--- src/rtl/bcrypt_core_rx_pkg.sv ---
// Shared bus definitions for the bcrypt arbiter->core link: control codes
// on ctrl[1:0] and memory region encodings on wr_region. The transmitter
// imports the same package so both ends agree on the encoding.
package bcrypt_core_rx_pkg;

  localparam logic [1:0] CTRL_IDLE       = 2'd0;
  localparam logic [1:0] CTRL_INIT_START = 2'd1;
  localparam logic [1:0] CTRL_DATA_START = 2'd2;
  localparam logic [1:0] CTRL_END        = 2'd3;

  localparam logic [1:0] REGION_P    = 2'd0;
  localparam logic [1:0] REGION_S    = 2'd1;
  localparam logic [1:0] REGION_DATA = 2'd2;

endpackage

--- src/rtl/bcrypt_rx_deser.sv ---
// Byte-to-word deserializer. Bytes arrive LSB-first; the fourth accepted
// byte completes a word, which is presented on word/word_valid one cycle
// later. clr realigns the byte counter for the next packet.
module bcrypt_rx_deser (
  input  logic        CLK,
  input  logic        RST,
  input  logic        en,
  input  logic        clr,
  input  logic [7:0]  din,
  output logic        last_byte,
  output logic        word_valid,
  output logic [31:0] word
);

  logic [1:0]  byte_cnt;
  logic [31:0] sr;

  // The byte currently being accepted is byte 3 of its word.
  assign last_byte = en && (byte_cnt == 2'd3);

  // Shift bytes in from the top so byte 0 ends up in bits [7:0].
  always_ff @(posedge CLK or posedge RST) begin
    if (RST) begin
      byte_cnt   <= 2'd0;
      sr         <= 32'd0;
      word       <= 32'd0;
      word_valid <= 1'b0;
    end else begin
      word_valid <= last_byte;
      if (last_byte) word <= {din, sr[31:8]};
      if (en) sr <= {din, sr[31:8]};
      if (clr) byte_cnt <= 2'd0;
      else if (en) byte_cnt <= byte_cnt + 2'd1;
    end
  end

endmodule

--- src/rtl/bcrypt_core_rx.sv ---
// Receiver for the 10-bit arbiter->core bus. Decodes INIT and DATA packets,
// writes assembled words into the P/S/DATA regions and flags protocol
// errors (sticky until reset).
// Optional feature: define BCRYPT_RX_PKT_CNT_EN to add init_pkt_cnt and
// data_pkt_cnt, counting good packets (wrapping 16-bit counters).
module bcrypt_core_rx
  import bcrypt_core_rx_pkg::*;
#(
  parameter int INIT_P_WORDS = 30,
  parameter int S_WORDS      = 1024,
  parameter int DATA_WORDS   = 31
) (
  input  logic        CLK,
  input  logic        RST,
  input  logic [7:0]  din,
  input  logic [1:0]  ctrl,
  output logic        wr_en,
  output logic [1:0]  wr_region,
  output logic [9:0]  wr_addr,
  output logic [31:0] wr_data,
  output logic        init_done,
  output logic        data_done,
  output logic        rx_busy,
  output logic [2:0]  error
`ifdef BCRYPT_RX_PKT_CNT_EN
  ,
  output logic [15:0] init_pkt_cnt,
  output logic [15:0] data_pkt_cnt
`endif
);

  localparam int INIT_WORDS = INIT_P_WORDS + S_WORDS;
  localparam int WCW        = $clog2(INIT_WORDS + 1);

  localparam logic [1:0] ST_IDLE    = 2'd0;
  localparam logic [1:0] ST_RX_INIT = 2'd1;
  localparam logic [1:0] ST_RX_DATA = 2'd2;

  logic [1:0]     state;
  logic [WCW-1:0] word_cnt;
  logic [WCW-1:0] words_max;
  logic           is_start, is_end, in_rx, full, last_word;
  logic           byte_en, deser_clr, last_byte;

  assign is_start  = (ctrl == CTRL_INIT_START) || (ctrl == CTRL_DATA_START);
  assign is_end    = (ctrl == CTRL_END);
  assign in_rx     = (state != ST_IDLE);
  assign rx_busy   = in_rx;

  // Word limit of the packet in progress.
  always_comb begin
    words_max = WCW'(DATA_WORDS);
    if (state == ST_RX_INIT) words_max = WCW'(INIT_WORDS);
  end

  // full: every word already received, so any further payload is an overrun.
  assign full      = (word_cnt == words_max);
  assign last_word = (word_cnt == words_max - WCW'(1));

  // Overrun bytes are never fed to the deserializer; any exit from the
  // receive states (or a restart) realigns it to byte 0.
  assign byte_en   = in_rx && !is_start && !full;
  assign deser_clr = !in_rx || is_start || is_end || full;

  bcrypt_rx_deser u_deser (
    .CLK        (CLK),
    .RST        (RST),
    .en         (byte_en),
    .clr        (deser_clr),
    .din        (din),
    .last_byte  (last_byte),
    .word_valid (wr_en),
    .word       (wr_data)
  );

  // Packet FSM, word addressing, completion pulses and sticky errors.
  always_ff @(posedge CLK or posedge RST) begin
    if (RST) begin
      state     <= ST_IDLE;
      word_cnt  <= '0;
      wr_region <= 2'd0;
      wr_addr   <= 10'd0;
      init_done <= 1'b0;
      data_done <= 1'b0;
      error     <= 3'd0;
    end else begin
      init_done <= 1'b0;
      data_done <= 1'b0;

      // Address travels alongside the word so both appear with wr_en.
      if (last_byte) begin
        if (state == ST_RX_INIT && word_cnt >= WCW'(INIT_P_WORDS)) begin
          wr_region <= REGION_S;
          wr_addr   <= 10'(word_cnt - WCW'(INIT_P_WORDS));
        end else if (state == ST_RX_INIT) begin
          wr_region <= REGION_P;
          wr_addr   <= 10'(word_cnt);
        end else begin
          wr_region <= REGION_DATA;
          wr_addr   <= 10'(word_cnt);
        end
      end

      if (is_start) begin
        // A START always wins: it aborts anything in flight and opens a new packet.
        if (in_rx) error[2] <= 1'b1;
        state    <= (ctrl == CTRL_INIT_START) ? ST_RX_INIT : ST_RX_DATA;
        word_cnt <= '0;
      end else if (in_rx) begin
        if (full) begin
          error[1] <= 1'b1;
          state    <= ST_IDLE;
        end else begin
          if (last_byte) word_cnt <= word_cnt + WCW'(1);
          if (is_end) begin
            state <= ST_IDLE;
            if (!last_byte) begin
              error[1] <= 1'b1;
            end else if (last_word) begin
              if (state == ST_RX_INIT) init_done <= 1'b1;
              else data_done <= 1'b1;
            end else begin
              error[0] <= 1'b1;
            end
          end
        end
      end
    end
  end

`ifdef BCRYPT_RX_PKT_CNT_EN
  // Good-packet counters, advancing with each done pulse.
  always_ff @(posedge CLK or posedge RST) begin
    if (RST) begin
      init_pkt_cnt <= 16'd0;
      data_pkt_cnt <= 16'd0;
    end else begin
      if (init_done) init_pkt_cnt <= init_pkt_cnt + 16'd1;
      if (data_done) data_pkt_cnt <= data_pkt_cnt + 16'd1;
    end
  end
`endif

endmodule

--- config.mk ---
export PLATFORM = sky130hd
export DESIGN_NAME = bcrypt_core_rx
export DESIGN_NICKNAME = d
export VERILOG_FILES = /design/src/rtl/bcrypt_core_rx_pkg.sv /design/src/rtl/bcrypt_rx_deser.sv /design/src/rtl/bcrypt_core_rx.sv
export SDC_FILE = /design/constraint.sdc
export NUM_CORES = 1
export LEC_CHECK = 0
export ABC_AREA = 1
export CAP_MARGIN = 15
export CORE_MARGIN = 2
export CORE_UTILIZATION = 58
export DETAILED_ROUTE_END_ITERATION = 8
export PLACE_DENSITY = 0.82
export SYNTH_ARGS = -nofsm -noshare
export SYNTH_HDL_FRONTEND = slang
export SYNTH_SLANG_ARGS = --single-unit
--- constraint.sdc ---
create_clock -name CLK -period 7.3 [get_ports CLK]
set_input_delay 1.095 -clock CLK [delete_from_list [all_inputs] [get_ports CLK]]
set_output_delay 1.095 -clock CLK [all_outputs]
set_load 0.05 [all_outputs]
==> results.json <==
{
  "drt_first_pass_iters": 4,
  "p_leak_nw": 2.54,
  "wire_per_inst_um": 13.3,
  "crit-reg2reg-launch": "state[0]$_DFFE_PP0P_",
  "ys_seq_area_frac": 0.524,
  "portBuffers": 62,
  "die_h_um": 89.6,
  "clk_pin_slew_ps": 90,
  "worst_pin_slew_ps": 842,
  "synth_ff_type": "dfrtp_1",
  "cts_sinks": 89,
  "crit_path_start": "ctrl[0]",
  "synth_warnings": 0,
  "slew_headroom": 0.439,
  "root_buffer": "clkbuf_8",
  "rsz0062_at_grt": "no",
  "drive_gt1_frac": 0.0904,
  "power.total_w": 0.00118,
  "cp-start-kind": "input port",
  "synth_area_per_cell_um2": 8.55,
  "grt_pass1_wl_mm": 14.5,
  "finClkSkew_ps": 8.47,
  "fin_tns_setup_ps": 0,
  "cts_setup_buffers": 0,
  "drt_wl_total_mm": 8.67,
  "cts-resized-gates": 0,
  "hold_end": "u_deser.byte_cnt[0]$_DFFE_PP0P_",
  "timing.rr.end": "word_cnt[2]$_DFFE_PP0P_",
  "drv_cap": 0,
  "crit_top_cell": "nand2_1",
  "start_util": 0.592,
  "drv_slew": 0,
  "dp_hpwl_mm": 5.81,
  "nNetsFinal": 568,
  "fp.dieW_um": 89.6,
  "syn_nets": 517,
  "die_area_um2": 8030,
  "grt_usage": 0.233,
  "hold_depth": 1,
  "clk-insertion-delay-late_ps": 350,
  "cts_tree": "done",
  "diodes": 0,
  "syn_inst": 497,
  "cp-end-kind": "flip-flop",
  "vias": 3322,
  "cp.buffers_inverters": 3,
  "hold_path_class": "reg -> reg",
  "synth_seq_cells": 89,
  "ff2ff_setup_slack_ps": 4650,
  "grt-ovfl-total": 0,
  "period_share": 0.475,
  "dr.first_iter.drc_count": 346,
  "path_max_fanout": 77,
  "min_from": "u_deser.byte_cnt[0]$_DFFE_PP0P_",
  "antenna_found_initial": 0,
  "max_stage_delay_ps": 700,
  "cts_max_level": 3,
  "p_per_area_nw_per_um2": 233,
  "numCtsBuffers": 9,
  "hold_buffers": 0,
  "slowest_stage": "buf_4",
  "fmax_mhz": 288,
  "setup_viol": 0,
  "vias_per_cell": 5.10,
  "synth-async-reset-ratio": 1.00,
  "area.growth.synth_to_final_pct": 19.5,
  "netlist_area_um2": 4250,
  "worstPathRequired_ps": 7540,
  "period_needed_ps": 3470,
  "critPathKind": "in -> reg",
  "finalHoldViolCount": 0,
  "reg2regPathDepth": 10,
  "grt_pass1_vias": 3103,
  "grt_max_degree": 90,
  "clk_path_buf_depth": 2,
  "status": "complete, no violations",
  "post-route-drc-count": 0,
  "ant_nets": 0,
  "synth_edf_count": 0,
  "crit_chain": "clkdlybuf4s50_1, inv_1, ha_1, nor2_1, nand3_4, buf_4, nand2_2, nand2_1, nand2_1",
  "synth_cell_types": 30,
  "pin_count": 63,
  "arrival_ps": 3710,
  "peakVddDrop_v": 0.000156,
  "row_count": 31,
  "critPathTopFamily": "buffers and inverters",
  "core_um2": 7180,
  "place.gp.congestion": 0.931
}
==> metrics by stage <==
step                instance area (um2)  utilization  hold slack, ps  std cells  setup slack (ps)
global placement                   4830        0.673             430        635              3610
CTS                                5050        0.704             448        651              3860
global route                       5080        0.708             473        652              3600
finish                             5080        0.708             448        652              3830
detailed placement                 4830        0.673             436        635              3500
floorplan                          4250            -             419        497              3900
==> worst reg2reg max path, cell delays in order (launching register included) <==
cell and delay (ps):
dfrtp_1 420, inv_1 70, nor2_2 360, nor2_1 140, nor2_4 160, nand2_4 100, nand3_4 120, buf_4 700
nand2_2 280, nand2_1 150, nand2_1 60
==> synthesized netlist by cell type, types with 2 or more instances <==
library cell,instances,area (um2)
o21ai_2,16,140
nand2_4,2,22.5
o21ai_1,6,30.0
o21ai_0,30,150
nand3_1,26,130
buf_6,9,101
buf_4,3,22.5
nand4_1,3,18.8
inv_1,45,169
nor2_2,3,18.8
xor2_1,11,96.3
clkbuf_1,2,7.51
xnor2_1,3,26.3
ha_1,8,100
nor2_4,2,22.5
nor2_1,30,113
nor3_1,3,15.0
nand2_1,183,687
buf_2,12,60.1
nand2_2,2,12.5
dfrtp_1,89,2230
==> cell type report <==
class / instances / area [um2]
Fill cell: 544 / 2100
Sequential cell: 89 / 2230
Tap cell: 99 / 124
Timing Repair Buffer: 66 / 671
Clock buffer: 10 / 128
Clock inverter: 6 / 97.6
Inverter: 46 / 174
Multi-Input combinational cell: 336 / 1660
==> power breakdown <==
group	leakage, nW	internal, W	total (W)	switching [W]
Sequential	1.20	0.000560	0.000597	0.0000374
Clock	0.113	0.000199	0.000384	0.000185
Combinational	1.23	0.0000639	0.000203	0.000139
Total	2.54	0.000823	0.00118	0.000362
==> state kept, by name, summed over array words and instances, names as in the netlist <==
name / cells
data_done: 1
error: 3
init_done: 1
state: 2
u_deser.byte_cnt: 2
u_deser.sr: 24
u_deser.word: 32
u_deser.word_valid: 1
word_cnt: 11
wr_addr: 10
wr_region: 2
==> logic make-up after synthesis <==
| kind of cell | synth area share |
|---|---|
| xor+xnor | 0.0289 |
| compound gates | 0.0816 |
| buf+inv | 0.0857 |
| fa+ha+maj | 0.0236 |
| flops | 0.524 |
| simple gates | 0.256 |
==> layer usage <==
| metal | track usage | up-vias | share of wire |
|---|---|---|---|
| met2 | 0.352 | 104 | 0.47 |
| met3 | 0.0439 | 13 | 0.048 |
| met4 | 0.0706 | 0 | 0.014 |
| li1 | - | 1645 | - |
| met1 | 0.347 | 1560 | 0.47 |
| met5 | 0 | - | 0 |
==> placed cells by master (no fill, tap or decap), types with 3 or more instances in the layout <==
cell type | netlist | final
nor3_1 | 3 | 3
dfrtp_1 | 89 | 89
o21ai_1 | 6 | 6
o21ai_2 | 16 | 16
buf_4 | 3 | 3
nor2_1 | 30 | 30
nand4_1 | 3 | 3
nand3_1 | 26 | 26
clkdlybuf4s50_1 | 0 | 62
nand2_1 | 183 | 183
inv_1 | 45 | 44
xor2_1 | 11 | 11
ha_1 | 8 | 8
nor2_2 | 3 | 3
xnor2_1 | 3 | 3
clkbuf_8 | 0 | 9
o21ai_0 | 30 | 30
==> worst max path at each step <==
stage / cells after the start / slack, ps / end
3_5_place_dp: 9 / 3500 / word_cnt[9]$_DFFE_PP0P_
4_1_cts: 9 / 3860 / word_cnt[9]$_DFFE_PP0P_
6_report: 9 / 3830 / word_cnt[2]$_DFFE_PP0P_
5_1_grt: 9 / 3600 / word_cnt[9]$_DFFE_PP0P_
3_3_place_gp: 9 / 3610 / word_cnt[5]$_DFFE_PP0P_
2_1_floorplan: 1 / 3900 / data_done$_DFF_PP0_
No activity file was read; power rests on OpenSTA's default activity.
